<file path="src/rtl/alu_wb_if.sv">
// Bundle between the ALU sequencer, the write-back stage and the register/flag files.
// master = sequencer/file side, slave = alu_wb_stage.
interface alu_wb_if #(
   parameter int DEPTH = 4
);
   localparam int CW = $clog2(DEPTH) + 1;

   logic          in_done;
   logic [31:0]   in_data;
   logic [3:0]    in_write_en;
   logic [3:0]    in_Z;
   logic [3:0]    in_N;
   logic [3:0]    in_C;
   logic [3:0]    in_V;
   logic          in_illegal;
   logic [4:0]    in_warp_id;
   logic          wb_ready;

   logic          rf_valid;
   logic          rf_ready;
   logic [31:0]   rf_data;
   logic [3:0]    rf_we;
   logic [4:0]    rf_warp_id;

   logic          flag_valid;
   logic [3:0]    flag_Z;
   logic [3:0]    flag_N;
   logic [3:0]    flag_C;
   logic [3:0]    flag_V;
   logic [4:0]    flag_warp_id;

   logic          illegal_err;
   logic [4:0]    illegal_warp_id;
   logic          overflow_err;
   logic [CW-1:0] fifo_count;
   logic [15:0]   retired_cnt;

   modport master (
      output in_done, in_data, in_write_en, in_Z, in_N, in_C, in_V, in_illegal, in_warp_id,
      output rf_ready,
      input  wb_ready, rf_valid, rf_data, rf_we, rf_warp_id,
      input  flag_valid, flag_Z, flag_N, flag_C, flag_V, flag_warp_id,
      input  illegal_err, illegal_warp_id, overflow_err, fifo_count, retired_cnt
   );

   modport slave (
      input  in_done, in_data, in_write_en, in_Z, in_N, in_C, in_V, in_illegal, in_warp_id,
      input  rf_ready,
      output wb_ready, rf_valid, rf_data, rf_we, rf_warp_id,
      output flag_valid, flag_Z, flag_N, flag_C, flag_V, flag_warp_id,
      output illegal_err, illegal_warp_id, overflow_err, fifo_count, retired_cnt
   );
endinterface

</file>
<file path="src/rtl/alu_wb_stage.sv">
// ALU write-back stage: buffers finished results in a small FIFO and retires them
// one at a time into the register file and flag file, reporting illegal ops.
module alu_wb_stage #(
   parameter int DEPTH = 4
) (
   input  logic      clk,
   input  logic      rst,
   alu_wb_if.slave   bus
);
   localparam int PW = $clog2(DEPTH);
   localparam int CW = PW + 1;

   typedef struct packed {
      logic [31:0] data;
      logic [3:0]  we;
      logic [3:0]  z;
      logic [3:0]  n;
      logic [3:0]  c;
      logic [3:0]  v;
      logic        ill;
      logic [4:0]  warp;
   } entry_t;

   typedef enum logic [1:0] {S_IDLE, S_DRIVE, S_ERR} state_t;

   state_t        r_state;
   state_t        w_state_nxt;
   entry_t        r_mem [DEPTH];
   entry_t        w_in_entry;
   entry_t        w_head;
   logic [PW-1:0] r_wr_ptr;
   logic [PW-1:0] r_rd_ptr;
   logic [CW-1:0] r_count;
   logic          w_full;
   logic          w_push;
   logic          w_drop;
   logic          w_pop;
   logic          w_retire;
   logic          w_retire_head;

   logic [31:0]   r_out_data;
   logic [3:0]    r_out_we;
   logic [4:0]    r_out_warp;
   logic [3:0]    r_out_z, r_out_n, r_out_c, r_out_v;
   logic          r_flag_valid;
   logic [3:0]    r_flag_z, r_flag_n, r_flag_c, r_flag_v;
   logic [4:0]    r_flag_warp;
   logic          r_ovf;
   logic [15:0]   r_retired;

   assign w_in_entry = '{data: bus.in_data, we: bus.in_write_en, z: bus.in_Z, n: bus.in_N,
                         c: bus.in_C, v: bus.in_V, ill: bus.in_illegal, warp: bus.in_warp_id};
   assign w_head     = r_mem[r_rd_ptr];
   assign w_full     = (r_count == CW'(DEPTH));
   assign w_push     = bus.in_done && !w_full;
   assign w_drop     = bus.in_done && w_full;

   always_ff @(posedge clk or negedge rst) begin
      if (!rst) begin
         r_state <= S_IDLE;
      end else begin
         r_state <= w_state_nxt;
      end
   end

   // Zero-mask entries retire straight from the head without an RF handshake.
   always_comb begin
      w_state_nxt   = r_state;
      w_pop         = 1'b0;
      w_retire      = 1'b0;
      w_retire_head = 1'b0;
      case (r_state)
         S_IDLE: begin
            if (r_count != '0) begin
               w_pop = 1'b1;
               if (w_head.ill) begin
                  w_state_nxt = S_ERR;
               end else if (w_head.we == 4'h0) begin
                  w_retire      = 1'b1;
                  w_retire_head = 1'b1;
               end else begin
                  w_state_nxt = S_DRIVE;
               end
            end
         end
         S_DRIVE: begin
            if (bus.rf_ready) begin
               w_retire    = 1'b1;
               w_state_nxt = S_IDLE;
            end
         end
         S_ERR:   w_state_nxt = S_IDLE;
         default: w_state_nxt = S_IDLE;
      endcase
   end

   always_ff @(posedge clk) begin
      if (w_push) begin
         r_mem[r_wr_ptr] <= w_in_entry;
      end
   end

   always_ff @(posedge clk or negedge rst) begin
      if (!rst) begin
         r_wr_ptr     <= '0;
         r_rd_ptr     <= '0;
         r_count      <= '0;
         r_ovf        <= 1'b0;
         r_out_data   <= '0;
         r_out_we     <= '0;
         r_out_warp   <= '0;
         r_out_z      <= '0;
         r_out_n      <= '0;
         r_out_c      <= '0;
         r_out_v      <= '0;
         r_flag_valid <= 1'b0;
         r_flag_z     <= '0;
         r_flag_n     <= '0;
         r_flag_c     <= '0;
         r_flag_v     <= '0;
         r_flag_warp  <= '0;
         r_retired    <= '0;
      end else begin
         if (w_push) r_wr_ptr <= r_wr_ptr + PW'(1);
         if (w_pop)  r_rd_ptr <= r_rd_ptr + PW'(1);
         case ({w_push, w_pop})
            2'b10:   r_count <= r_count + CW'(1);
            2'b01:   r_count <= r_count - CW'(1);
            default: ;
         endcase
         if (w_drop) r_ovf <= 1'b1;
         if (w_pop) begin
            r_out_data <= w_head.data;
            r_out_we   <= w_head.we;
            r_out_warp <= w_head.warp;
            r_out_z    <= w_head.z;
            r_out_n    <= w_head.n;
            r_out_c    <= w_head.c;
            r_out_v    <= w_head.v;
         end
         r_flag_valid <= w_retire;
         if (w_retire) begin
            r_flag_z    <= w_retire_head ? w_head.z    : r_out_z;
            r_flag_n    <= w_retire_head ? w_head.n    : r_out_n;
            r_flag_c    <= w_retire_head ? w_head.c    : r_out_c;
            r_flag_v    <= w_retire_head ? w_head.v    : r_out_v;
            r_flag_warp <= w_retire_head ? w_head.warp : r_out_warp;
            r_retired   <= r_retired + 16'd1;
         end
      end
   end

   // One slot stays free so a result already in flight from the sequencer is never lost.
   assign bus.wb_ready        = (r_count < CW'(DEPTH - 1));
   assign bus.rf_valid        = (r_state == S_DRIVE);
   assign bus.rf_data         = r_out_data;
   assign bus.rf_we           = r_out_we;
   assign bus.rf_warp_id      = r_out_warp;
   assign bus.flag_valid      = r_flag_valid;
   assign bus.flag_Z          = r_flag_z;
   assign bus.flag_N          = r_flag_n;
   assign bus.flag_C          = r_flag_c;
   assign bus.flag_V          = r_flag_v;
   assign bus.flag_warp_id    = r_flag_warp;
   assign bus.illegal_err     = (r_state == S_ERR);
   assign bus.illegal_warp_id = r_out_warp;
   assign bus.overflow_err    = r_ovf;
   assign bus.fifo_count      = r_count;
   assign bus.retired_cnt     = r_retired;
endmodule

</file>
<file path="src/flat_wrapper.sv">
// flat-port wrapper written by rule: the top's interface ports become plain ports
module alu_wb_stage_flat 
#(
   parameter int DEPTH = 4
)
  (clk, rst, bus_in_done, bus_in_data, bus_in_write_en, bus_in_Z, bus_in_N, bus_in_C, bus_in_V, bus_in_illegal, bus_in_warp_id, bus_rf_ready, bus_wb_ready, bus_rf_valid, bus_rf_data, bus_rf_we, bus_rf_warp_id, bus_flag_valid, bus_flag_Z, bus_flag_N, bus_flag_C, bus_flag_V, bus_flag_warp_id, bus_illegal_err, bus_illegal_warp_id, bus_overflow_err, bus_fifo_count, bus_retired_cnt);
  alu_wb_if #(.DEPTH(DEPTH)) bus_i ();
  input  logic clk;
  input  logic rst;
  input wire logic [$bits(bus_i.in_done)-1:0] bus_in_done;
  input wire logic [$bits(bus_i.in_data)-1:0] bus_in_data;
  input wire logic [$bits(bus_i.in_write_en)-1:0] bus_in_write_en;
  input wire logic [$bits(bus_i.in_Z)-1:0] bus_in_Z;
  input wire logic [$bits(bus_i.in_N)-1:0] bus_in_N;
  input wire logic [$bits(bus_i.in_C)-1:0] bus_in_C;
  input wire logic [$bits(bus_i.in_V)-1:0] bus_in_V;
  input wire logic [$bits(bus_i.in_illegal)-1:0] bus_in_illegal;
  input wire logic [$bits(bus_i.in_warp_id)-1:0] bus_in_warp_id;
  input wire logic [$bits(bus_i.rf_ready)-1:0] bus_rf_ready;
  output wire logic [$bits(bus_i.wb_ready)-1:0] bus_wb_ready;
  output wire logic [$bits(bus_i.rf_valid)-1:0] bus_rf_valid;
  output wire logic [$bits(bus_i.rf_data)-1:0] bus_rf_data;
  output wire logic [$bits(bus_i.rf_we)-1:0] bus_rf_we;
  output wire logic [$bits(bus_i.rf_warp_id)-1:0] bus_rf_warp_id;
  output wire logic [$bits(bus_i.flag_valid)-1:0] bus_flag_valid;
  output wire logic [$bits(bus_i.flag_Z)-1:0] bus_flag_Z;
  output wire logic [$bits(bus_i.flag_N)-1:0] bus_flag_N;
  output wire logic [$bits(bus_i.flag_C)-1:0] bus_flag_C;
  output wire logic [$bits(bus_i.flag_V)-1:0] bus_flag_V;
  output wire logic [$bits(bus_i.flag_warp_id)-1:0] bus_flag_warp_id;
  output wire logic [$bits(bus_i.illegal_err)-1:0] bus_illegal_err;
  output wire logic [$bits(bus_i.illegal_warp_id)-1:0] bus_illegal_warp_id;
  output wire logic [$bits(bus_i.overflow_err)-1:0] bus_overflow_err;
  output wire logic [$bits(bus_i.fifo_count)-1:0] bus_fifo_count;
  output wire logic [$bits(bus_i.retired_cnt)-1:0] bus_retired_cnt;
  assign bus_i.in_done = bus_in_done;
  assign bus_i.in_data = bus_in_data;
  assign bus_i.in_write_en = bus_in_write_en;
  assign bus_i.in_Z = bus_in_Z;
  assign bus_i.in_N = bus_in_N;
  assign bus_i.in_C = bus_in_C;
  assign bus_i.in_V = bus_in_V;
  assign bus_i.in_illegal = bus_in_illegal;
  assign bus_i.in_warp_id = bus_in_warp_id;
  assign bus_i.rf_ready = bus_rf_ready;
  assign bus_wb_ready = bus_i.wb_ready;
  assign bus_rf_valid = bus_i.rf_valid;
  assign bus_rf_data = bus_i.rf_data;
  assign bus_rf_we = bus_i.rf_we;
  assign bus_rf_warp_id = bus_i.rf_warp_id;
  assign bus_flag_valid = bus_i.flag_valid;
  assign bus_flag_Z = bus_i.flag_Z;
  assign bus_flag_N = bus_i.flag_N;
  assign bus_flag_C = bus_i.flag_C;
  assign bus_flag_V = bus_i.flag_V;
  assign bus_flag_warp_id = bus_i.flag_warp_id;
  assign bus_illegal_err = bus_i.illegal_err;
  assign bus_illegal_warp_id = bus_i.illegal_warp_id;
  assign bus_overflow_err = bus_i.overflow_err;
  assign bus_fifo_count = bus_i.fifo_count;
  assign bus_retired_cnt = bus_i.retired_cnt;
  alu_wb_stage #(.DEPTH(DEPTH)) u_core (.clk(clk), .rst(rst), .bus(bus_i));
endmodule
</file>
<file path="config.mk">
export PLATFORM = sky130hd
export DESIGN_NAME = alu_wb_stage_flat
export DESIGN_NICKNAME = d
export VERILOG_FILES = /design/src/rtl/alu_wb_if.sv /design/src/rtl/alu_wb_stage.sv /design/src/flat_wrapper.sv
export SDC_FILE = /design/constraint.sdc
export NUM_CORES = 1
export LEC_CHECK = 0
export BUFFER_PORTS_ARGS = -buffer_cell sky130_fd_sc_hd__buf_2
export CORE_MARGIN = 2
export CORE_UTILIZATION = 60
export DETAILED_ROUTE_END_ITERATION = 16
export PLACE_DENSITY = 0.91
export SETUP_SLACK_MARGIN = 0.4
export SLEW_MARGIN = 20
export SYNTH_ARGS = -nofsm -noshare
export SYNTH_HDL_FRONTEND = slang
export SYNTH_SLANG_ARGS = --single-unit
</file>
<file path="constraint.sdc">
create_clock -name clk -period 5.1 [get_ports clk]
set_input_delay 0.765 -clock clk [delete_from_list [all_inputs] [get_ports clk]]
set_output_delay 0.765 -clock clk [all_outputs]
set_load 0.02 [all_outputs]
</file>
Word level (Yosys, flattened, before mapping)
Memory sizes are Yosys's and may differ from the RTL's.
Cells that the tools add are included.
- register bits: 105
- RAM bits: 232
- memories: 1
- memory list (name ; depth ; width ; rd ports ; clocked after Yosys merged registers in ; write ports ; line ; source):
    u_core.r_mem ; 4 ; 58 ; 1 ; 0 ; 1 ; alu_wb_stage.sv:28 ; entry_t r_mem [DEPTH];
- $add $sub $neg: 5
- order comparisons: 1
- equality and inequality tests: 8
- multiplexer cells: 21
- reductions and logical operators: 8
- operators with widths (kind ; count):
    $add A16 B1 Y16 const B ; 1
    $mux W4 ; 4
    $mux W1 ; 9
    $mux W2 ; 4
    $pmux W3 S2 ; 1
    $mux W5 ; 1
    $add A2 B1 Y2 const B ; 2
    $eq A2 B1 Y1 const B ; 2
    $eq A2 B2 Y1 const B ; 2
    $logic_not A4 Y1 ; 1
    $pmux W2 S2 ; 1
    $add A3 B1 Y3 const B ; 1
    $eq A3 B3 Y1 const B ; 1
    $lt A3 B2 Y1 const B ; 1
    $ne A3 B2 Y1 const B ; 1
    $reduce_and A3 Y1 ; 1
    $reduce_bool A3 Y1 ; 1
    $sub A3 B1 Y3 const B ; 1
    $logic_and A1 B1 Y1 ; 2
    $logic_not A2 Y1 ; 1
    $ne A2 B1 Y1 const B ; 1
    $ne A2 B2 Y1 const B ; 1
    $pmux W1 S2 ; 1
    $reduce_bool A2 Y1 ; 1
    $logic_not A1 Y1 ; 1

Depth between registers and ports, before layout
Gate-level depths: netlist (run 1).
An unclocked memory read counts as a cell.
- word-level depth: 7
- mapped depth: 9

Worst setup path after synthesis (run 1)
Ideal clock, no wire load.
- path type: in2reg
- start: in bus_in_done
- end: mem u_core.r_mem[0][0] (netlist name) (enable)
- library setup time: 0.422 ns
- arrival: 2.561 ns
- setup slack: 2.117 ns
- stages on the path: 2
- buffers on the path: 0
- path through: a21boi_1 and2_1
- cells in the longest elaborated chain, start to end: 3
- RTL lines (item ; line ; source):
    start: declaration ; flat_wrapper.sv:10 ; input wire logic [$bits(bus_i.in_done)-1:0] bus_in_done;
    $logic_and A1 B1 Y1 ; alu_wb_stage.sv:55 ; assign w_push = bus.in_done && !w_full;
    $mux W1 ; alu_wb_stage.sv:98 ; if (w_push) begin
    $mux W1 (not written as such) ; alu_wb_stage.sv:99 ; r_mem[r_wr_ptr] <= w_in_entry;
    end: declaration ; alu_wb_stage.sv:28 ;
Every way passes these cells.

Final worst setup path (run 1)
- start: reg u_core.r_rd_ptr[0]
- end: reg u_core.r_retired[10] (netlist: u_core.bus.retired_cnt[10])
- cells in the longest elaborated chain, start to end: 6
- RTL lines (item ; line ; source):
    start: declaration ; alu_wb_stage.sv:32 ; logic [PW-1:0] r_rd_ptr;
    start signal: assignment ; alu_wb_stage.sv:125 ; if (w_pop) r_rd_ptr <= r_rd_ptr + PW'(1);
    $mem_v2 Z4 W58 * ; n/a ;
    $logic_not A4 Y1 ; alu_wb_stage.sv:78 ; end else if (w_head.we == 4'h0) begin
    $mux W1 ; alu_wb_stage.sv:78 ;
    $mux W1 * ; alu_wb_stage.sv:76 ; if (w_head.ill) begin
    $mux W1 * ; alu_wb_stage.sv:74 ; if (r_count != '0) begin
    $pmux W1 S2 * ; alu_wb_stage.sv:72 ; case (r_state)
    via u_core.w_retire ; alu_wb_stage.sv:38 ; logic w_retire;
    end signal: assignment ; alu_wb_stage.sv:148 ; r_retired <= r_retired + 16'd1;
    end: declaration ; alu_wb_stage.sv:49 ; logic [15:0] r_retired;
Mark *: on every way through the listed nets, which the timed path passes. The rest lies on a longest branch.
A chain may end at the register's enable or synchronous reset.

==> results.cfg, run 1 <==
[die]
std_cell_rows = 53
pin_count = 153
die-area_sq_mm = 0.0224
die_x_um = 150
floorplan.initialDensity = 0.608
die_h_um = 150
fp.coreArea_sq_mm = 0.0210

[critical_path]
path_cells = mux4_2 -> or4_1 -> o21a_1 -> inv_6 -> and4_4 -> xor2_2
worst-path-buf-inv = 1
worstPathRequired_ps = 5530
cp_max_fo = 25
crit_slowest_cell = dfrtp_4
arrival_ps = 3390
cp-start-kind = flip-flop
cp_slowest_stage_delay_ps = 760
end_kind = flip-flop
cpLargestDelayFamily = simple AND/OR/NAND/NOR gates
criticalPathCategory = flip-flop to flip-flop

[cts]
ctsHoldBuffers = 0
clock_sinks = 337
cts.repair.resized = 0
clk_latency_ps = 510
cts_tree = done
clockBufferDepth = 3
post_cts_buffers = 0
cts_buffers = 34
h-tree-depth = 2
clk_pin_slew_ps = 60
clockRootBuffer = clkbuf_16

[drt]
num_vias = 6357
via_per_inst = 5.79
drt-initial-drc-count = 336
ant_nets = 0
drt-wirelength-per-cell_um = 21.4
wl_um = 23500
drt_drc_violations_left = 0
dr.pass1.iters = 4

[synth]
synth_edf_count = 232
synth_largest_area_cell = edfxtp_1
synthCells = 635
synthesis.area_sq_mm = 0.0127
synth_seq_area_share = 0.753
synth_area_leaders = edfxtp_1 (55%), dfrtp_1 (21%), mux4_2 (10%)
synth-warning-count = 0
async_reset_ff_frac = 0.312
synthFlopType = edfxtp_1
netlist.area_leader.share = 0.547
synth_fp_nets = 704
syn_avg_cell_area_sq_um = 20.1
ys_ff_latch = 337
yosysUniqueCellTypes = 37

[timing]
min_period_over_period = 0.581
hold_ws_ps = 347
finalSetupViolCount = 0
clock.fmax_mhz = 338
fin_tns_setup_ps = 0
finalHoldViolations = 0
layout_min_cycle_time_ps = 2960
tightest_slew_ps = 931
drv_slew = 0
skew_ps = 13.4
rsz0062_at_grt = no
slew_headroom = 0.379

[power]
irDropWorstVdd_v = 0.000399
p_per_area_mw_per_mm2 = 640
p_leak_nw = 5.62

[place]
dp_cells = 1037
port_buffers = 152
gp_congestion = 0.762
place_hpwl_um = 13800

[grt]
antenna_found_initial = 2
grt_max_degree = 63
grt-ovfl-total = 0
track_usage = 0.218
grt_pass1_vias = 6675
grt_pass1_wl_um = 36700

[run]
max_cap_violations = 0

[min_path]
hold_class = input pin to asynchronous set/reset pin

[layout]
final_common_cell = edfxtp_1
nNetsFinal = 867
fill_cells = 1276
final_cell_mix = edfxtp_1 (232), buf_2 (151), dfrtp_1 (103), mux4_2 (58), mux2_2 (57)
drive_gt1_frac = 0.415
area_growth_pct = 16.5
stdcell_count = 1098

[outcome]
outcome = complete, no violations
-- kinds of logic (layout without fill, tap and decap cells) --
group,count (synthesis),in the layout,synth area share
xor+xnor,21,21,0.0150
compound gates,27,27,0.0114
flops,337,337,0.753
other cells,0,2,0
mux,137,137,0.170
buf+inv,39,225,0.0149
simple gates,67,67,0.0285
fa+ha+maj,7,7,0.00746
-- synthesized netlist by cell type, drive strengths merged, types with 5 or more instances --
cell type  number
mux4           58
xor2           10
edfxtp        232
and2            5
ha              6
dfrtp         105
xnor2          11
nand3           5
nand2          31
buf            15
inv             8
mux2i          22
nor3            7
mux2           57
clkbuf         16
o21ai          22
-- worst reg2reg max path, delay by kind of cell (launching register included) --
kind            cells  cell delay (ps)
compound gates      1              400
xor+xnor            1              130
buf+inv             1              170
flops               1              760
mux                 1              630
simple gates        2              820
-- cell type report --
type / count / area [sq um] / share of cell area
clock buffer: 48 / 975 / 0.0656
multi-input combinational: 259 / 2980 / 0.201
timing repair buffer: 158 / 808 / 0.0544
tap: 275 / 344 / 0.0232
sequential: 337 / 9600 / 0.646
antenna: 2 / 5.00 / 0.000337
inverter: 8 / 35.0 / 0.00236
clock inverter: 11 / 108 / 0.00724
-- sequential cells by signal, indices dropped and copies added (netlist names), 5 cells and up --
signal and cells:
u_core.r_mem 232, u_core.bus.rf_data 32, u_core.bus.retired_cnt 16, u_core.bus.flag_warp_id 5, u_core.bus.illegal_warp_id 5
-- worst paths after layout --
| check | start | cells after the start | endpoint | slack [ps] |
|---|---|---|---|---|
| max | u_core.r_rd_ptr[0] | 6 | u_core.bus.retired_cnt[10] | 2140 |
| min | rst | 1 | u_core.bus.retired_cnt[5] | 350 |
| max reg2reg | u_core.r_rd_ptr[0] | 6 | u_core.bus.retired_cnt[10] | 2140 |
| min reg2reg | u_core.bus.overflow_err | 1 | u_core.bus.overflow_err | 460 |
| max in group asynchronous | rst | 2 | u_core.r_out_v[2] | 3670 |
| min in group clk | u_core.bus.overflow_err | 1 | u_core.bus.overflow_err | 460 |
-- power by group --
group / total, mW / internal [mW] / switching, mW
sequential: 4.19 / 3.76 / 0.432
combinational: 2.92 / 1.33 / 1.59
clock: 2.40 / 1.43 / 0.966
-- stage by stage --
step                total power, mW  instance area [sq um]  utilization  setup slack [ps]
floorplan                      6.29                  12700            -              2120
global placement               7.04                  13800        0.657              2160
detailed placement             7.19                  13800        0.657              2120
CTS                            9.61                  14800        0.709              2100
global route                   9.97                  14800        0.709              1960
finish                         9.51                  14900        0.709              2140
-- per-layer routing --
layer / share of wire / up-vias / GRT usage / wire [um]
met2: 0.51 / 224 / 0.366 / 11900
met3: 0.071 / 32 / 0.0521 / 1670
met4: 0.014 / 2 / 0.0599 / 322
met1: 0.41 / 3295 / 0.291 / 9630
met5: 0.00055 / - / 0 / 13
li1: - / 2804 / - / -
No activity file was read; power rests on OpenSTA's default activity.
==> run 2: changes to the inputs <==
--- a/config.mk
+++ b/config.mk
@@ -5,11 +5,12 @@
 export SDC_FILE = /design/constraint.sdc
 export NUM_CORES = 1
 export LEC_CHECK = 0
+export ABC_AREA = 1
 export BUFFER_PORTS_ARGS = -buffer_cell sky130_fd_sc_hd__buf_2
 export CORE_MARGIN = 2
-export CORE_UTILIZATION = 60
+export CORE_UTILIZATION = 52
 export DETAILED_ROUTE_END_ITERATION = 16
-export PLACE_DENSITY = 0.91
+export PLACE_DENSITY = 0.84
 export SETUP_SLACK_MARGIN = 0.4
 export SLEW_MARGIN = 20
 export SYNTH_ARGS = -nofsm -noshare
==> constraint.sdc (replaced) <==
create_clock -name clk -period 2.41 [get_ports clk]
set_input_delay 0.3615 -clock clk [delete_from_list [all_inputs] [get_ports clk]]
set_output_delay 0.3615 -clock clk [all_outputs]
set_load 0.02 [all_outputs]
==> results.cfg, run 2 <==
[outcome]
outcome = complete, no violations

[layout]
area_growth_pct = 17.9
nNetsFinal = 1404
final_common_cell = nand2_1
fin_area_sq_mm = 0.0158
drive_gt1_frac = 0.192
largest_register_ffs = 232
top_register = u_core.r_mem
final_cell_mix = nand2_1 (358), edfxtp_1 (232), buf_2 (151), dfrtp_1 (100), o21ai_0 (96)

[grt]
track_usage = 0.215
grt_pass1_vias = 8744
grt-ovfl-total = 0
grt_max_degree = 89
antenna_found_initial = 9
grt_pass1_wl_um = 45400

[die]
die-area_sq_mm = 0.0271
die_h_um = 165
floorplan.initialDensity = 0.532
pin_count = 153
die_x_um = 165
std_cell_rows = 58
fp.coreArea_sq_mm = 0.0253

[synth]
synth_seq_area_share = 0.714
synth-warning-count = 0
synthFlopType = edfxtp_1
async_reset_ff_frac = 0.312
synthCells = 1180
synthesis.area_sq_mm = 0.0134
synth_area_leaders = edfxtp_1 (52%), dfrtp_1 (20%), nand2_1 (10%)
netlist.area_leader.share = 0.518
yosysUniqueCellTypes = 29
synth_fp_nets = 1249
synth_largest_area_cell = edfxtp_1
synth.most_common_cell = nand2_1
netlist_top_cells_count = nand2_1 (358), edfxtp_1 (232), dfrtp_1 (105)
ys_ff_latch = 337
synth_edf_count = 232
syn_avg_cell_area_sq_um = 11.4

[critical_path]
cp-start-kind = flip-flop
worstPathRequired_ps = 2810
end_kind = flip-flop
critPathMostFrequentCell = nand2_1
criticalPathCategory = flip-flop to flip-flop
cpLargestDelayFamily = simple AND/OR/NAND/NOR gates
arrival_ps = 2290
cp_max_fo = 11
worst-path-buf-inv = 2
crit_slowest_cell = dfrtp_4
path_cells = buf_4 -> nand2_1 -> nand3_1 -> nand2_1 -> nand2_1 -> nor2_4 -> nand3_4 -> nand2_8 -> buf_6 -> nand2_1 -> o21ai_0
cp_slowest_stage_delay_ps = 510

[cts]
cts_tree = done
h-tree-depth = 2
clk_latency_ps = 510
clockRootBuffer = clkbuf_16
clk_pin_slew_ps = 70
clock_sinks = 337
clockBufferDepth = 3
cts_buffers = 34

[power]
irDropWorstVdd_v = 0.000984
internal_power_mw = 13.2
pwr-share-clk = 0.243
p_leak_nw = 6.64
seqPwrFrac = 0.401
power.switching_mw = 8.11
pwr-share-comb = 0.356
p_per_area_mw_per_mm2 = 1350
swShare = 0.380
fin_total_pwr_mw = 21.3

[place]
gp_congestion = 0.862
place_hpwl_um = 16700
port_buffers = 152
place_area_sq_mm = 0.0146

[drt]
via_per_inst = 5.41
drt-wirelength-per-cell_um = 17.2
drt_drc_violations_left = 0
ant_nets = 0
wl_um = 29300
num_vias = 9184
drt-initial-drc-count = 873
dr.pass1.iters = 5

[timing]
drv_slew = 0
finalHoldViolations = 0
clock.fmax_mhz = 531
slew_headroom = 0.563
rsz0062_at_grt = no
tightest_slew_ps = 656
fin_tns_setup_ps = 0
skew_ps = 16.0
min_period_over_period = 0.782
layout_min_cycle_time_ps = 1880
finalSetupViolCount = 0

[run]
max_cap_violations = 0

[min_path]
hold_class = input pin to flip-flop
-- run 2: changes by cell type in the layout (fill, tap and decap cells not counted), moves of 22 or more --
cell / before / now
nand2_1: 31 / 358
o22ai_1: 1 / 32
o21ai_0: 22 / 96
mux4_2: 58 / 0
nor2_1: 2 / 74
mux2_2: 57 / 0
mux2i_1: 22 / 0
nand3_1: 5 / 80
inv_1: 7 / 50
-- run 2: worst register-to-register path, delay by kind of cell (launching register included) --
family          cells  cell delay, ps
simple gates        8             860
buf+inv             2             340
flops               1             510
compound gates      1              80
-- run 2: layout make-up --
cell class | count | area [sq um]
Inverter | 57 | 220
Timing Repair Buffer | 185 | 1100
Clock buffer | 46 | 982
Clock inverter | 15 | 130
Fill cell | 1906 | 9420
Tap cell | 330 | 413
Multi-Input combinational cell | 720 | 3370
Antenna cell | 8 | 20.0
Sequential cell | 337 | 9600
-- run 2: timing repair --
action	4_1_cts	5_1_grt
gates cloned	0	2
gates resized for setup	2	6
hold buffers	1	0
setup endpoints to repair	75	35
setup buffers	3	5
pin swaps	0	4
hold endpoints to repair	40	0
-- run 2: final timing paths --
path / startpoint / to / slack, ps / depth (start not counted)
min reg2reg: u_core.bus.overflow_err / u_core.bus.overflow_err / 460 / 1
max reg2reg: u_core.r_rd_ptr[0] / u_core.bus.retired_cnt[14] / 530 / 11
min in group asynchronous: rst / u_core.bus.retired_cnt[13] / 420 / 2
max in group asynchronous: rst / u_core.bus.flag_warp_id[4] / 1310 / 3
max: u_core.r_rd_ptr[0] / u_core.bus.retired_cnt[14] / 530 / 11
min: bus_in_data[22] / u_core.r_mem[2][48] / 60 / 1
-- run 2: power by group through the flow --
stage	Clock, mW	Combinational [mW]	Sequential [mW]
2_1_floorplan	0	4.54	9.20
5_1_grt	5.47	8.46	8.68
6_report	5.19	7.60	8.54
4_1_cts	5.27	7.55	8.53
3_3_place_gp	0	7.09	8.63
3_5_place_dp	0	7.34	8.68
-- run 2: cell families (layout without fill, tap and decap cells) --
kind of cell / Yosys count / count (layout) / share of synthesized area
simple gates: 549 / 551 / 0.168
flops: 337 / 337 / 0.714
compound gates: 143 / 143 / 0.0572
buf+inv: 125 / 303 / 0.0413
xor+xnor: 19 / 19 / 0.0124
fa+ha+maj: 7 / 7 / 0.00708
other cells: 0 / 8 / 0
-- run 2: layer usage --
layer / vias to the layer above / share of wire / routed length, um / GRT usage
met5: - / 0.0012 / 34 / 0
met4: 6 / 0.019 / 545 / 0.0664
met3: 55 / 0.085 / 2480 / 0.0429
met2: 382 / 0.49 / 14200 / 0.350
met1: 4392 / 0.41 / 12000 / 0.297
li1: 4349 / - / - / -
-- run 2: stage by stage --
stage	util	instances	hold WS, ps	worst slack [ps]
6_report	0.627	1698	64.0	526
5_1_grt	0.627	1694	51.0	402
4_1_cts	0.623	1683	48.4	463
3_5_place_dp	0.577	1618	413	71.4
3_3_place_gp	0.577	1618	406	209
2_1_floorplan	-	1180	65.9	247
